## src/rtl/textmode_render.sv

```systemverilog
// textmode_render: 640x400 text-mode pipeline (VRAM/font fetch, RGB565 palette, aligned sync), 3-cycle latency.
// Define TEXTMODE_CURSOR_EN to build the hardware cursor; otherwise CURSOR_X/CURSOR_Y are ignored.
module textmode_render #(
    parameter int HZ_BACK    = 48,
    parameter int VT_BACK    = 35,
    parameter int HZ_SYNC_AT = 704,
    parameter int VT_SYNC_AT = 447,
    parameter int HZ_WHOLE   = 800,
    parameter int VT_WHOLE   = 449
) (
    input  logic        CLOCK,
    input  logic        RESET,
    input  logic [10:0] HCNT,
    input  logic [10:0] VCNT,
    output logic [10:0] VADDR,
    input  logic [15:0] VDATA,
    output logic [11:0] FADDR,
    input  logic [7:0]  FDATA,
    input  logic [6:0]  CURSOR_X,
    input  logic [4:0]  CURSOR_Y,
    output logic [4:0]  VGA_R,
    output logic [5:0]  VGA_G,
    output logic [4:0]  VGA_B,
    output logic        VGA_HS,
    output logic        VGA_VS
);
    localparam logic [10:0] H0     = 11'(HZ_BACK);
    localparam logic [10:0] H1     = 11'(HZ_BACK + 640);
    localparam logic [10:0] V0     = 11'(VT_BACK);
    localparam logic [10:0] V1     = 11'(VT_BACK + 400);
    localparam logic [10:0] HS_AT  = 11'(HZ_SYNC_AT);
    localparam logic [10:0] VS_AT  = 11'(VT_SYNC_AT);
    localparam logic [10:0] H_LAST = 11'(HZ_WHOLE - 1);
    localparam logic [10:0] V_LAST = 11'(VT_WHOLE - 1);

    logic       act, cur_hit, bit_on;
    logic [9:0] x;
    logic [8:0] y;
    logic       act0, act1, act2, hs0, hs1, hs2, vs0, vs1, vs2, cur0, cur1;
    logic [2:0] px0, px1;
    logic [3:0] gr0, idx2, fg, bg, fg_blink, idx;
    logic [7:0] attr1;
    logic [4:0] frame;

    // X and Y stay below 1024/512 inside the active area, so truncated subtraction is exact there
    always_comb begin
        act = HCNT >= H0 && HCNT < H1 && VCNT >= V0 && VCNT < V1;
        x = HCNT[9:0] - H0[9:0];
        y = VCNT[8:0] - V0[8:0];
    end

`ifdef TEXTMODE_CURSOR_EN
    assign cur_hit = x[9:3] == CURSOR_X && y[8:4] == CURSOR_Y && y[3:1] == 3'b111;
`else
    logic unused_cursor;
    assign cur_hit = 1'b0;
    assign unused_cursor = ^{CURSOR_X, CURSOR_Y};
`endif

    always_comb begin
        fg = attr1[3:0];
        bg = {1'b0, attr1[6:4]};
        bit_on = FDATA[~px1];
        fg_blink = attr1[7] && frame[4] ? bg : fg;
        idx = cur1 && frame[3] ? fg : bit_on ? fg_blink : bg;
    end

    always_ff @(posedge CLOCK) begin
        if (RESET) begin
            VADDR <= '0;
            FADDR <= '0;
            {act0, act1, act2, cur0, cur1, vs0, vs1, vs2} <= '0;
            {hs0, hs1, hs2} <= '1;
            {px0, px1} <= '0;
            gr0 <= '0;
            attr1 <= '0;
            idx2 <= '0;
            frame <= '0;
        end else begin
            VADDR <= act ? {y[8:4], 6'b0} + {2'b0, y[8:4], 4'b0} + {4'b0, x[9:3]} : '0;
            act0 <= act;
            px0 <= x[2:0];
            gr0 <= y[3:0];
            cur0 <= cur_hit;
            hs0 <= HCNT < HS_AT;
            vs0 <= VCNT >= VS_AT;
            FADDR <= {VDATA[7:0], gr0};
            attr1 <= VDATA[15:8];
            act1 <= act0;
            px1 <= px0;
            cur1 <= cur0;
            hs1 <= hs0;
            vs1 <= vs0;
            idx2 <= idx;
            act2 <= act1;
            hs2 <= hs1;
            vs2 <= vs1;
            if (HCNT == H_LAST && VCNT == V_LAST) frame <= frame + 5'd1;
        end
    end

    always_comb begin
        VGA_R = !act2 ? '0 : idx2[2] ? (idx2[3] ? 5'd31 : 5'd21) : (idx2[3] ? 5'd10 : 5'd0);
        VGA_B = !act2 ? '0 : idx2[0] ? (idx2[3] ? 5'd31 : 5'd21) : (idx2[3] ? 5'd10 : 5'd0);
        VGA_G = !act2 ? '0 : idx2 == 4'd6 ? 6'd21 : idx2[1] ? (idx2[3] ? 6'd63 : 6'd42) : (idx2[3] ? 6'd21 : 6'd0);
        VGA_HS = hs2;
        VGA_VS = vs2;
    end
endmodule

```

## config.mk

```make
export PLATFORM = sky130hd
export DESIGN_NAME = textmode_render
export DESIGN_NICKNAME = d
export VERILOG_FILES = /design/src/rtl/textmode_render.sv
export SDC_FILE = /design/constraint.sdc
export NUM_CORES = 1
export LEC_CHECK = 0
export BUFFER_PORTS_ARGS = -buffer_cell sky130_fd_sc_hd__buf_2
export CAP_MARGIN = 20
export CELL_PAD_IN_SITES_DETAIL_PLACEMENT = 1
export CELL_PAD_IN_SITES_GLOBAL_PLACEMENT = 2
export CORE_MARGIN = 8
export CORE_UTILIZATION = 28
export DETAILED_ROUTE_END_ITERATION = 10
export PLACE_DENSITY_LB_ADDON = 0.1
export SLEW_MARGIN = 30
export SYNTH_ARGS = -nofsm -noshare
export SYNTH_HDL_FRONTEND = slang
export SYNTH_SLANG_ARGS = --single-unit
```

## constraint.sdc

```tcl
create_clock -name CLOCK -period 3 [get_ports CLOCK]
set_input_delay 0.15 -clock CLOCK [delete_from_list [all_inputs] [get_ports CLOCK]]
set_output_delay 0.15 -clock CLOCK [all_outputs]
set_load 0.01 [all_outputs]
```

==> flow_metrics.py, run 1 <==
metrics = {
    "outcome": {
        "outcome": "completed",
    },
    "die": {
        "die_h_um": 111,
        "start_util": 0.289,
        "die_area_sq_mm": 0.0123,
        "core_area_sq_mm": 0.00872,
        "dieWidth_um": 111,
        "ios": 101,
        "num_rows": 34,
    },
    "route": {
        "avgRoutedWirePerCell_um": 13.5,
        "drc": 0,
        "vias": 1939,
        "drt_iter0_markers": 33,
        "wirelength_mm": 6.07,
        "vias_per_cell": 4.33,
        "ant_nets": 0,
        "dr.pass1.iters": 4,
    },
    "logic_synthesis": {
        "netlist_instances": 247,
        "syn-num-nets": 323,
        "synth_top_area_share": 0.469,
        "ys_async_sr_fraction": 0,
        "synth_edf_count": 0,
        "synth.most_common_cell": "dfxtp_1",
        "synth.area.top_cells": "dfxtp_1 (47%), nor2b_1 (7.9%), ha_1 (7.0%)",
        "ys_seq_area_frac": 0.469,
        "synthTopCellsByCount": "dfxtp_1 (59), nor2b_1 (32), nor2_1 (22)",
        "ys_seq_elements": 59,
        "syn_avg_cell_area_sq_um": 10.2,
        "netlist-cell-type-count": 40,
        "syn-cell-area_sq_mm": 0.00252,
        "yosysWarnings": 0,
        "synthFlopType": "dfxtp_1",
        "synth_top_cell_by_area": "dfxtp_1",
    },
    "setup_path": {
        "startpoint": "VCNT[0]",
        "crit_required_ps": 3250,
        "crit_path_start_kind": "input port",
        "critPathMaxFanout": 5,
        "r2r_start": "px1[1]$_SDFF_PP0_",
        "cp.arrival_ps": 2820,
        "end_kind": "flip-flop",
        "crit_type": "input port to flip-flop",
    },
    "run": {
        "maxCapViolations": 0,
    },
    "finish": {
        "drive_gt1_frac": 0.356,
        "seq_area_sq_mm": 0.00118,
        "multiInputGateArea_sq_mm": 0.00118,
        "finalNetCount": 411,
        "n_antenna_cell": 0,
        "final_util": 0.371,
        "nFillCells": 1046,
        "area_growth_pct": 28.5,
    },
    "placement": {
        "io_buffer_count": 88,
        "dpl.hpwl_mm": 4.75,
        "globalplace.congestion": 0.710,
    },
    "global_route": {
        "antenna_found_initial": 0,
        "grt_use_total": 0.0984,
        "grt-ovfl-total": 0,
        "grt_max_degree": 48,
        "grt_pass1_vias": 2014,
        "grt_first_pass_wirelength_mm": 9.87,
    },
    "clock_tree": {
        "cts_tree": "built",
        "cts-root-buf": "clkbuf_8",
        "clockBufferDepth": 2,
        "cts_hold_buf": 0,
        "worst_skew_pair.late_latency_ps": 330,
        "cts_sinks": 59,
        "h-tree-depth": 3,
        "ctsResizeCount": 0,
        "cts_made_buffers": 9,
        "clk_pin_slew_ps": 70,
        "post_cts_buffers": 0,
    },
    "sta": {
        "drv_slew": 0,
        "finalCritPeriodShare": 0.856,
        "whs_ps": 28.1,
        "finClkSkew_ps": 10.1,
        "max_freq_mhz": 389,
        "rsz0062_at_grt": "no",
        "relSlewSlack": 0.638,
        "post-route-min-period_ps": 2570,
        "tns_ps": 0,
        "tightestPinTransition_ps": 541,
        "hold_violations": 0,
        "setup_viol": 0,
    },
    "pwr": {
        "netSwitchingPower_uw": 449,
        "p_sw_frac": 0.247,
        "power.share.combinational": 0.145,
        "power_density_mw_per_mm2": 562,
        "seqPwrFrac": 0.453,
        "p_int_mw": 1.37,
        "p_leak_nw": 1.57,
        "ir_drop_v": 0.000264,
        "clkPwrFrac": 0.403,
    },
    "worst_hold_path": {
        "hp-class": "input port to flip-flop",
        "min_from": "VDATA[5]",
    },
}
## state kept, by name, indices dropped and copies added (netlist names)
name	cells
hs1	1
VGA_VS	1
FADDR	12
vs0	1
px1	3
act0	1
vs1	1
act2	1
hs0	1
frame	5
px0	3
VGA_HS	1
act1	1
idx2	4
gr0	4
attr1	8
VADDR	11
## cell type report
| class | count | area share |
|---|---|---|
| sequential | 59 | 0.365 |
| multi-input combinational | 160 | 0.365 |
| timing repair buffer | 96 | 0.155 |
| clock buffer | 12 | 0.0480 |
| tap | 108 | 0.0418 |
| clock inverter | 4 | 0.0151 |
| inverter | 9 | 0.0104 |
## kinds of logic after synthesis
| group | share of synthesized area |
|---|---|
| adder cells (fa/ha/maj) | 0.0854 |
| AND/OR/NAND/NOR | 0.211 |
| AO/OA/AOI/OAI | 0.0795 |
| multiplexers | 0.0338 |
| flip-flops | 0.469 |
| buffers and inverters | 0.0621 |
| XOR/XNOR | 0.0591 |
## through the flow
| stage | cell area, sq um | std cells | worst slack, ps | power [mW] |
|---|---|---|---|---|
| 2_1_floorplan | 2520 | 247 | 363 | 1.01 |
| 3_3_place_gp | 3030 | 432 | 70.9 | 1.11 |
| 3_5_place_dp | 3030 | 432 | 64.7 | 1.11 |
| 4_1_cts | 3240 | 448 | 399 | 1.86 |
| 5_1_grt | 3240 | 448 | 262 | 1.93 |
| 6_report | 3240 | 448 | 431 | 1.82 |
## cells in the final DEF, fill, tap and decap left out, types with 9 or more instances in the layout
cell / netlist / layout
nand2_1: 9 / 9
nor2_1: 22 / 22
clkbuf_8: 0 / 11
inv_1: 9 / 9
xor2_1: 13 / 13
a21oi_1: 9 / 9
buf_2: 2 / 88
dfxtp_1: 59 / 59
nor2b_1: 32 / 32
ha_1: 14 / 14
## power groups by stage
stage	Combinational [mW]	Sequential, mW	Clock (mW)
final	0.263	0.824	0.733
after detailed placement	0.267	0.842	0
after global routing	0.300	0.827	0.802
after CTS	0.270	0.824	0.766
after floorplan	0.164	0.847	0
after global placement	0.268	0.841	0
## per-layer routing
metal / GRT usage / wire [um] / part of all wire / up-vias
li1: - / - / - / 988
met1: 0.121 / 2900 / 0.48 / 879
met2: 0.141 / 2490 / 0.41 / 66
met3: 0.0519 / 609 / 0.10 / 6
met4: 0.0378 / 71 / 0.012 / 0
met5: 0 / 0 / 0 / -
## worst max-delay path, stage by stage
cell and delay (ps):
buf_2 110, ha_1 250, o41ai_2 300, xor2_1 300
fa_1 500, ha_1 330, a211oi_1 300, o21bai_1 120
a21oi_1 190, xnor2_1 130, nor2b_1 140
## path summary, 6_finish.rpt
kind	to	depth (start not counted)	slack [ps]
setup / recovery	VADDR[10]$_SDFF_PP0_	11	430
hold / removal	FADDR[9]$_SDFF_PP0_	2	30
setup reg to reg	idx2[1]$_SDFF_PP0_	5	1280
hold reg to reg	hs1$_SDFF_PP1_	1	410
Note: power is estimated with default switching activity, not from simulation.
==> inputs of run 2 (changes only) <==
ABC_AREA = 1   (was unset)
CORE_ASPECT_RATIO = 0.5   (was unset)
CORE_UTILIZATION = 26   (was 28)
GPL_TIMING_DRIVEN = 0   (was unset)
==> flow_metrics.py, run 2 <==
metrics = {
    "logic_synthesis": {
        "synthFlopType": "dfxtp_1",
        "ys_async_sr_fraction": 0,
        "netlist-cell-type-count": 25,
        "syn_avg_cell_area_sq_um": 7.22,
        "ys_seq_area_frac": 0.421,
        "synth.area.top_cells": "dfxtp_1 (42%), inv_1 (9.9%), nand2_1 (9.9%)",
        "yosysWarnings": 0,
        "synthTopCellsByCount": "inv_1 (74), nand2_1 (74), nor2_1 (74)",
        "synth_top_cell_by_area": "dfxtp_1",
        "ys_seq_elements": 59,
        "syn-num-nets": 464,
        "syn-cell-area_sq_mm": 0.00280,
        "synth_edf_count": 0,
        "netlist_instances": 388,
        "synth_top_area_share": 0.421,
    },
    "die": {
        "num_rows": 26,
        "dieWidth_um": 163,
        "die_area_sq_mm": 0.0146,
        "die_h_um": 89.4,
        "core_area_sq_mm": 0.0103,
        "start_util": 0.271,
        "ios": 101,
    },
    "route": {
        "vias_per_cell": 3.92,
        "avgRoutedWirePerCell_um": 11.9,
        "ant_nets": 0,
        "drc": 0,
        "dr.pass1.iters": 4,
        "vias": 2477,
        "wirelength_mm": 7.49,
        "drt_iter0_markers": 66,
    },
    "finish": {
        "n_antenna_cell": 0,
        "finalNetCount": 563,
        "layout_commonest_cell": "buf_2",
        "largest_reg_flops": 12,
        "nFillCells": 1334,
        "layout_common_cells": "buf_2 (88), nor2_1 (74), nand2_1 (74), inv_1 (74), dfxtp_1 (59)",
        "reg_top3": "FADDR (12), VADDR (11), attr1 (8)",
        "drive_gt1_frac": 0.256,
        "top_register": "FADDR",
        "area_growth_pct": 33.2,
    },
    "sta": {
        "rsz0062_at_grt": "no",
        "hold_violations": 0,
        "post-route-min-period_ps": 2330,
        "drv_slew": 0,
        "finalCritPeriodShare": 0.778,
        "relSlewSlack": 0.577,
        "tns_ps": 0,
        "fin_ws_ps": 665,
        "finClkSkew_ps": 5.26,
        "tightestPinTransition_ps": 634,
        "setup_viol": 0,
        "max_freq_mhz": 428,
    },
    "setup_path": {
        "crit_required_ps": 3270,
        "crit_path_max_incr_delay_ps": 500,
        "worst_path_max_delay_cell": "fa_1",
        "end_kind": "flip-flop",
        "cp.arrival_ps": 2600,
        "path_cells": "buf_2 -> ha_1 -> nor2_1 -> nand2_1 -> nand2_1 -> xor2_1 -> fa_1 -> fa_1 -> nand3_1 -> nand2_1 -> xor2_1 -> inv_1 -> nor2_1",
        "crit_path_start_kind": "input port",
        "critPathTopFamily": "adder cells",
        "crit_top_cell": "nand2_1",
        "critPathMaxFanout": 4,
        "path_buf_inv": 2,
        "crit_type": "input port to flip-flop",
    },
    "clock_tree": {
        "cts_made_buffers": 9,
        "cts-root-buf": "clkbuf_16",
        "cts_tree": "built",
        "cts_hold_buf": 0,
        "h-tree-depth": 3,
        "clockBufferDepth": 2,
        "ctsResizeCount": 0,
        "cts_sinks": 59,
        "post_cts_buffers": 0,
        "worst_skew_pair.late_latency_ps": 320,
        "clk_pin_slew_ps": 50,
    },
    "placement": {
        "globalplace.congestion": 0.772,
        "pre_cts_ws_ps": 282,
        "io_buffer_count": 88,
        "dpl.hpwl_mm": 6.10,
    },
    "outcome": {
        "outcome": "completed",
    },
    "run": {
        "maxCapViolations": 0,
    },
    "pwr": {
        "power_density_mw_per_mm2": 579,
        "ir_drop_v": 0.000256,
        "p_leak_nw": 2.04,
    },
    "global_route": {
        "grt-ovfl-total": 0,
        "grt_max_degree": 11,
        "grt_pass1_vias": 2499,
        "grt_use_total": 0.107,
        "grt_first_pass_wirelength_mm": 12.1,
        "antenna_found_initial": 0,
    },
    "worst_hold_path": {
        "hp-class": "input port to flip-flop",
    },
}
-- run 2: report_power, final --
| part | internal (mW) | leakage (nW) | switching, mW |
|---|---|---|---|
| registers | 0.818 | 0.485 | 0.00989 |
| logic | 0.116 | 1.41 | 0.170 |
| clock network | 0.710 | 0.148 | 0.341 |
| total | 1.64 | 2.04 | 0.520 |
-- run 2: final timing paths --
| check | start | to | cells past startpoint | slack, ps |
|---|---|---|---|---|
| setup / recovery | VCNT[0] | VADDR[9]$_SDFF_PP0_ | 13 | 670 |
| hold / removal | VDATA[4] | FADDR[8]$_SDFF_PP0_ | 3 | 30 |
| setup reg to reg | px1[0]$_SDFF_PP0_ | idx2[0]$_SDFF_PP0_ | 7 | 1730 |
| hold reg to reg | act0$_SDFF_PP0_ | act1$_SDFF_PP0_ | 2 | 400 |
-- run 2: per-layer routing --
metal / vias up / part of all wire / global-route usage
met3: 6 / 0.070 / 0.0460
met4: 0 / 0.011 / 0.0421
met1: 1067 / 0.50 / 0.133
met2: 57 / 0.42 / 0.162
li1: 1347 / - / -
met5: - / 0 / 0
-- run 2: worst min-delay path, delay by kind of cell --
| family | cells | cell delay, ps |
|---|---|---|
| buf+inv | 2 | 100 |
| simple gates | 1 | 60 |
-- run 2: area by class of cell --
class	instances	area, sq um	area share
inverters	74	278	0.0744
repair buffers	88	440	0.118
well taps	140	175	0.0469
flip-flops and latches	59	1180	0.316
multi-input cells	238	1230	0.330
plain buffers	17	113	0.0302
clock buffers	13	270	0.0724
clock inverters	3	45.0	0.0121
-- run 2: cells by family after synthesis --
family | count (synthesis) | synth area share
compound gates | 20 | 0.0366
buf+inv | 91 | 0.139
fa+ha+maj | 16 | 0.0768
xor+xnor | 12 | 0.0375
simple gates | 187 | 0.276
flops | 59 | 0.421
mux | 3 | 0.0121
-- run 2: through the flow --
step / area (sq um) / power (mW) / hold WS, ps / utilization / std cells
finish: 3730 / 2.16 / 26.6 / 0.361 / 632
floorplan: 2800 / 1.03 / 222 / - / 388
detailed placement: 3420 / 1.14 / 358 / 0.330 / 616
global placement: 3420 / 1.13 / 349 / 0.330 / 616
global route: 3730 / 2.28 / 21.1 / 0.361 / 632
CTS: 3730 / 2.21 / 11.4 / 0.361 / 632
==> inputs of run 3 (changes only) <==
clock period = 2.15 ns   (was 3 ns; I/O delays follow)
==> flow_metrics.py, run 3 (synthesis gave the netlist of run 2 again) <==
metrics = {
    "finish": {
        "reg_top3": "FADDR (12), VADDR (11), attr1 (8)",
        "top_register": "FADDR",
        "layout_common_cells": "buf_2 (88), nor2_1 (73), inv_1 (73)",
        "finalNetCount": 586,
        "n_antenna_cell": 0,
        "final_cells": 654,
        "drive_gt1_frac": 0.284,
        "area_growth_pct": 45.1,
        "largest_reg_flops": 12,
        "layout_commonest_cell": "buf_2",
    },
    "pwr": {
        "p_leak_nw": 2.16,
        "power_density_mw_per_mm2": 785,
        "ir_drop_v": 0.000304,
    },
    "route": {
        "drc": 0,
        "vias": 2554,
        "wirelength_mm": 7.71,
        "dr.pass1.iters": 4,
        "avgRoutedWirePerCell_um": 11.8,
        "drt_iter0_markers": 55,
        "ant_nets": 0,
        "vias_per_cell": 3.91,
    },
    "die": {
        "num_rows": 26,
        "die_area_sq_mm": 0.0146,
        "ios": 101,
        "dieWidth_um": 163,
        "core_area_sq_mm": 0.0103,
        "start_util": 0.271,
        "die_h_um": 89.4,
    },
    "run": {
        "maxCapViolations": 0,
    },
    "global_route": {
        "antenna_found_initial": 0,
        "grt_max_degree": 11,
        "grt_pass1_vias": 2650,
        "grt-ovfl-total": 0,
        "grt_first_pass_wirelength_mm": 12.6,
        "grt_use_total": 0.110,
    },
    "clock_tree": {
        "worst_skew_pair.late_latency_ps": 320,
        "clockBufferDepth": 2,
        "cts-root-buf": "clkbuf_16",
        "cts_sinks": 59,
        "cts_tree": "built",
        "clk_pin_slew_ps": 50,
        "h-tree-depth": 3,
        "cts_made_buffers": 9,
    },
    "worst_hold_path": {
        "hp-class": "input port to flip-flop",
        "hold_depth": 3,
    },
    "sta": {
        "tightestPinTransition_ps": 637,
        "max_freq_mhz": 496,
        "fin_ws_ps": 136,
        "hold_violations": 0,
        "drv_slew": 0,
        "relSlewSlack": 0.575,
        "setup_viol": 0,
        "finClkSkew_ps": 6.02,
        "post-route-min-period_ps": 2010,
        "finalCritPeriodShare": 0.937,
        "rsz0062_at_grt": "yes",
    },
    "setup_path": {
        "path_cells": "buf_2 -> ha_4 -> nor2_4 -> nand2_2 -> nand2_4 -> xor2_4 -> fa_2 -> buf_4 -> fa_2 -> nand3_2 -> nand2_1 -> xor2_1 -> inv_1 -> nor2_1",
        "cp.arrival_ps": 2230,
        "critPathTopFamily": "adder cells",
        "end_kind": "flip-flop",
        "crit_path_start_kind": "input port",
        "cp.depth": 14,
        "path_buf_inv": 3,
        "crit_type": "input port to flip-flop",
        "reg2reg_depth": 7,
        "crit_path_max_incr_delay_ps": 470,
        "worst_path_max_delay_cell": "fa_2",
        "critPathMaxFanout": 4,
        "crit_top_cell": "fa_2",
        "crit_required_ps": 2370,
    },
    "outcome": {
        "outcome": "completed",
    },
    "placement": {
        "pre_cts_ws_ps": -409,
        "io_buffer_count": 88,
        "dpl.hpwl_mm": 6.01,
        "globalplace.congestion": 0.750,
        "dp_cells": 616,
    },
}
## run 3: cell types whose count changed in the layout (fill, tap and decap cells not counted), moves of 2 or more
cell / before / now
fa_1: 2 / 0
nand2_1: 74 / 70
dlygate4sd3_1: 0 / 19
clkinvlp_4: 2 / 0
ha_4: 0 / 3
nand2_2: 3 / 6
fa_2: 0 / 2
buf_4: 11 / 15
ha_1: 14 / 10
nand3_2: 1 / 4
nand3_1: 22 / 19
## run 3: what timing repair did
item                                    4_1_cts  5_1_grt
hold buffers                                 19        0
endpoints found under the setup margin        3        3
resized for setup                             6       12
pin swaps                                     6        8
setup buffers                                 0        4
hold endpoints to repair                     19        0
## run 3: cell type report
type                       instances  area [sq um]
fill                            1309          6280
multi-input combinational        238          1330
sequential                        59          1180
timing repair buffer             111           661
inverter                          74           278
clock buffer                      11           253
tap                              140           175
buffer                            17           113
clock inverter                     4          73.8
## run 3: final timing paths
path	from	end	slack (ps)
worst min-delay path	HCNT[0]	px0[0]$_SDFF_PP0_	10
worst max register to register	px1[0]$_SDFF_PP0_	idx2[1]$_SDFF_PP0_	940
worst max-delay path	VCNT[0]	VADDR[9]$_SDFF_PP0_	140
worst min register to register	gr0[2]$_SDFF_PP0_	FADDR[2]$_SDFF_PP0_	400
## run 3: metrics by stage
step	util	TNS [ps]	hold WS (ps)	total power [mW]	instance area, sq um
2_1_floorplan	-	0	180	1.44	2820
3_3_place_gp	0.332	-1580	308	1.58	3430
3_5_place_dp	0.332	-1470	317	1.58	3430
4_1_cts	0.383	0	0.634	3.19	3970
5_1_grt	0.393	-40.3	19.0	3.37	4070
6_report	0.393	0	13.3	3.19	4070
## run 3: report_power, final
group	switching [mW]	total, mW	internal (mW)	leakage (nW)
clock	0.482	1.55	1.07	0.162
sequential	0.0133	1.15	1.14	0.485
combinational	0.263	0.489	0.226	1.51
total	0.758	3.19	2.44	2.16
## run 3: tightest hold or removal path: stages
cell    delay (ps)
buf_2          110
inv_1           50
nor2_1          30
## run 3: per-layer routing
layer / track usage / vias to the layer above / share of wire
li1: - / 1393 / -
met1: 0.131 / 1095 / 0.48
met2: 0.176 / 60 / 0.44
met3: 0.0483 / 6 / 0.077
met4: 0.0347 / 0 / 0.011
met5: 0 / - / 0
